`src/rtl/chirp_sweep_gen.sv`:
```
// Linear-FM sawtooth chirp generator: a phase accumulator whose tuning word ramps from
// F_START toward F_STOP by RATE on every divided tick.
module chirp_sweep_gen (
  input  logic       clk,
  input  logic       rst,
  input  logic       start,
  input  logic       stop,
  input  logic       cfg_valid,
  input  logic [1:0] cfg_addr,
  input  logic [7:0] cfg_data,
  output logic       cfg_ready,
  output logic       busy,
  output logic       done,
  output logic       sample_valid,
  output logic [7:0] sample
);

  typedef enum logic {StIdle, StRun} state_t;

  state_t      r_state;
  logic [7:0]  r_f_start_hi;
  logic [7:0]  r_f_stop_hi;
  logic [7:0]  r_rate;
  logic [7:0]  r_div;
  logic [15:0] r_ftw;
  logic [15:0] r_phase;
  logic [7:0]  r_cnt;
  logic [7:0]  r_sample;
  logic        r_sample_valid;
  logic        r_done;

  logic [15:0] w_f_start;
  logic [15:0] w_f_stop;
  logic [15:0] w_phase_nxt;
  logic [16:0] w_ftw_sum;
  logic [15:0] w_ftw_nxt;
  logic        w_tick;
  logic        w_last;

  assign w_f_start   = {r_f_start_hi, 8'h00};
  assign w_f_stop    = {r_f_stop_hi, 8'h00};
  assign w_phase_nxt = r_phase + r_ftw;
  // 17-bit sum so the clamp against F_STOP can never be fooled by a wrap
  assign w_ftw_sum   = {1'b0, r_ftw} + {9'b0, r_rate};
  assign w_ftw_nxt   = (w_ftw_sum >= {1'b0, w_f_stop}) ? w_f_stop : w_ftw_sum[15:0];
  // stop in the same cycle cancels the tick, so no sample or done leaks out of an abort
  assign w_tick      = (r_state == StRun) && !stop && (r_cnt == r_div);
  assign w_last      = (r_ftw >= w_f_stop);

  assign cfg_ready    = (r_state == StIdle);
  assign busy         = (r_state == StRun);
  assign done         = r_done;
  assign sample_valid = r_sample_valid;
  assign sample       = r_sample;

  always_ff @(posedge clk) begin
    if (rst) begin
      r_state        <= StIdle;
      r_f_start_hi   <= 8'h10;
      r_f_stop_hi    <= 8'h80;
      r_rate         <= 8'h01;
      r_div          <= 8'h00;
      r_ftw          <= 16'h0000;
      r_phase        <= 16'h0000;
      r_cnt          <= 8'h00;
      r_sample       <= 8'h00;
      r_sample_valid <= 1'b0;
      r_done         <= 1'b0;
    end else begin
      r_sample_valid <= 1'b0;
      r_done         <= 1'b0;
      unique case (r_state)
        StIdle: begin
          if (cfg_valid) begin
            unique case (cfg_addr)
              2'd0: r_f_start_hi <= cfg_data;
              2'd1: r_f_stop_hi  <= cfg_data;
              2'd2: r_rate       <= cfg_data;
              2'd3: r_div        <= cfg_data;
              default: ;
            endcase
          end
          if (start && !stop) begin
            r_state <= StRun;
            r_ftw   <= w_f_start;
            r_phase <= 16'h0000;
            r_cnt   <= 8'h00;
          end
        end
        StRun: begin
          if (stop) begin
            r_state <= StIdle;
          end else if (w_tick) begin
            r_cnt          <= 8'h00;
            r_phase        <= w_phase_nxt;
            r_sample       <= w_phase_nxt[15:8];
            r_sample_valid <= 1'b1;
            r_ftw          <= w_ftw_nxt;
            if (w_last) begin
              r_state <= StIdle;
              r_done  <= 1'b1;
            end
          end else begin
            r_cnt <= r_cnt + 8'd1;
          end
        end
        default: r_state <= StIdle;
      endcase
    end
  end

endmodule

```
`config.mk`:
```
export PLATFORM = sky130hd
export DESIGN_NAME = chirp_sweep_gen
export DESIGN_NICKNAME = d
export VERILOG_FILES = /design/src/rtl/chirp_sweep_gen.sv
export SDC_FILE = /design/constraint.sdc
export NUM_CORES = 1
export LEC_CHECK = 0
export ABC_AREA = 1
export BUFFER_PORTS_ARGS = -buffer_cell sky130_fd_sc_hd__buf_2
export CORE_MARGIN = 5
export CORE_UTILIZATION = 53
export CTS_CLUSTER_SIZE = 10
export DETAILED_ROUTE_END_ITERATION = 7
export PLACE_DENSITY = 0.83
export REMOVE_ABC_BUFFERS = 1
export SYNTH_ARGS = -nofsm -noshare
export SYNTH_HDL_FRONTEND = slang
export SYNTH_SLANG_ARGS = --single-unit
```
`constraint.sdc`:
```
create_clock -name clk -period 2.8 [get_ports clk]
set_input_delay 0.28 -clock clk [delete_from_list [all_inputs] [get_ports clk]]
set_output_delay 0.28 -clock clk [all_outputs]
set_load 0.01 [all_outputs]
```
==> summary.md <==
| Metric | Value |
|---|---|
| WL final | 16.7 mm |
| Most frequent CP cell | nand2_1 |
| Mapped Area | 5080 µm² |
| Area contributors post-synth | dfxtp_1 33%, nand2_1 12%, ha_1 9.8% |
| WHS | 0.190 ns |
| Remaining DRCs | 0 |
| Most common cell after layout, fill and taps aside | nand2_1 |
| Slew of the pin with the lowest slew margin | 0.864 ns |
| Starting Density | 54.8% |
| Util after Layout | 70.5% |
| Area leader, netlist | dfxtp_1 |
| Die X-Extent | 108 µm |
| Area of the core | 9280 µm² |
| Nets | 887 |
| Worst setup margin | -0.360 ns |
| Worst setup SP type | register |
| Clock Path Buffers | 2 |
| Die H | 108 µm |
| WL per Instance | 17.4 µm |
| Worst Clk Skew | 0.00789 ns |
| Post-DP Area | 5680 µm² |
| Crit path kind | register to register |
| Unrepaired setup endpoints after global routing | yes |
| GRT overflow | 0 |
| I/O pin total | 27 |
| Pin count of the biggest net entering global routing | 43 |
| Number of synthesized register bits | 83 |
| Pre-CTS WS | -0.413 ns |
| Hold path startpoint | cfg_data[1] |
| CTS Buf Count | 9 |
| Num rows | 35 |
| FMAX | 316 MHz |
| Router iterations before antenna repair | 5 |
| Clock slew at the register clock pins of the worst setup and hold paths | 0.10 ns |
| DRT iter0 DRCs | 474 |
| Rel. slew slack | 42.0% |
| IO buf count | 26 |
| Critical Path AT | 3.43 ns |
| Worst-path fanout max | 7 |
| Insertion delay to the later sink of the worst-skew pair | 0.38 ns |
| Setup crit start | r_rate[4] |
| Power Density | 417 nW/µm² |
| Final Hold Fails | 0 |
| Diode count | 0 |
| Distinct cells, synth | 37 |
| Fin crit period | 3.16 ns |
| Area growth from synthesis to layout | 28.8% |
| Ratio of cells with drive above 1 in the final layout | 29.8% |
| CP required | 3.07 ns |
| Worst Hold Class | primary input to register |
| Slowest cell on the critical path | dfxtp_4 |
| Htree depth | 3 |
| Gr usage total | 27.3% |
| Vias in the first global route | 5336 |
| Pins Over Slew Limit | 0 |
| Num Clock Sinks | 83 |
| Synth top area share | 32.7% |
| Root buffer cell | clkbuf_8 |
| Post-synthesis sequential area ratio | 32.7% |
| Peak supply drop | 0.264 mV |
| HPWL Detailed | 10.9 mm |
| CP Cell Sequence | ha_4 > nand2_2 > nor2_4 > nand2_2 > nand3_2 > nand3_2 > nand2_1 > nand2_1 > nand2_2 > inv_1 > ha_1 > nand2_1 > nor2_1 > nand2_1 > nor2_1 > nand3_1 > nor2_2 > nand3_4 > nand3_4 > buf_6 > nand2_1 > nand3_2 > a21oi_2 |
| Ys Warns | 0 |
| Critical Path Max Stage Delay | 0.38 ns |
| Leak | 3.03 nW |
| Hold-fix buffer count after cts | 0 |
| Remaining antenna violation count | 0 |
| Post-route cell area | 6550 µm² |
| Commonest cells after routing, fill and taps aside | 133 x nand2_1, 73 x nor2_1, 73 x a21oi_1 |
| Crit end category | register |
| Vias/cell | 5.84 |
| Max-Cap Viols | 0 |
| Post-Syn Instances | 735 |
| # setup viols final | 16 |
| RR Startpoint | r_rate[4] |
| Final period util | 113% |
| Antenna violations before repair | 0 |
| CTS tree | done |
| Outcome | finished, violations left |
| Average cell area after synthesis | 6.92 µm² |
| First-pass GRT wire length | 25.3 mm |
| Failing checks | setup timing |
| Placer Congestion | 0.936 |
| DR vias | 5627 |
| Die area | 11700 µm² |
power breakdown:
| part | switching [W] | leakage [nW] | internal [W] |
|---|---|---|---|
| Clock | 0.000515 | 0.0984 | 0.000426 |
| Combinational | 0.000328 | 2.25 | 0.000204 |
| Sequential | 0.0000378 | 0.682 | 0.00122 |
| Total | 0.000881 | 3.03 | 0.00185 |
final cells by class:
| class | instances | area [µm²] |
|---|---|---|
| multi-input cells | 560 | 3490 |
| fillers | 706 | 2740 |
| flip-flops and latches | 83 | 1690 |
| repair buffers | 101 | 723 |
| inverters | 75 | 282 |
| well taps | 129 | 161 |
| clock buffers | 9 | 124 |
| clock inverters | 7 | 82.6 |
registers in the layout, summed over array words and instances (netlist names), 8 cells and up:
signal        cells
r_cnt             8
r_f_stop_hi       8
r_f_start_hi      8
r_rate            8
r_phase          16
r_div             8
sample            8
r_ftw            16
Yosys cell counts (all sizes together):
library cell / count
and2: 1
nor3: 8
o21bai: 1
nand3b: 2
nand4: 16
a21boi: 2
nor4: 2
a21oi: 88
nand2: 170
xnor2: 7
a21o: 3
fa: 2
nand3: 64
inv: 75
nor2: 86
o31ai: 1
clkbuf: 10
dfxtp: 83
xor2: 5
a22o: 1
a221oi: 1
nor3b: 1
o21ai: 52
or2: 5
ha: 40
buf: 7
o2111ai: 1
o22ai: 1
timing repair:
item,in CTS,in global routing
gates resized for setup,57,66
pin swaps,27,47
cloned,0,0
hold endpoints to repair,0,0
endpoints found under the setup margin,16,16
buffers inserted,16,9
metrics by stage:
step                      std cells  power, W  TNS, ns
after floorplan                 718   0.00155    -1.88
after global placement          924   0.00170    -3.16
after detailed placement        924   0.00171    -5.36
after CTS                       956   0.00267    -2.16
after global routing            964   0.00283    -7.63
final                           964   0.00273    -4.85
critical path, delay by kind of cell, from the launching register on:
family,cells,cell delay (ns)
AO/OA/AOI/OAI,1,0.06
adder cells (fa/ha/maj),2,0.60
buffers and inverters,2,0.18
flip-flops,1,0.38
AND/OR/NAND/NOR,18,1.84
cells by family (layout without fill, tap and decap cells):
| logic type | Yosys count | in the layout | share of synthesized area (%) |
|---|---|---|---|
| and+or+nand+nor | 355 | 355 | 31.2 |
| AOI/OAI and AO/OA | 151 | 151 | 16.2 |
| buffers and inverters | 92 | 192 | 7.19 |
| DFF | 83 | 83 | 32.7 |
| adders and majority gates | 42 | 42 | 10.6 |
| xor gates and xnor gates | 12 | 12 | 2.07 |
routing by layer:
layer,vias to the layer above,part of all wire [%],track usage (%),routed length (µm)
met5,-,0,0,0
met4,0,5.9,14.5,995
met3,92,7.2,4.84,1200
met2,290,48,46.4,8010
met1,2598,39,32.8,6530
li1,2647,-,-,-
path summary, 6_finish.rpt:
check             slack (ns)         to  cells past startpoint
setup / recovery       -0.36  r_ftw[14]                     23
hold / removal          0.19  r_rate[1]                      3
setup reg to reg       -0.36  r_ftw[14]                     23
hold reg to reg         0.46  sample[6]                      2
(Power assumes the default switching activity.)
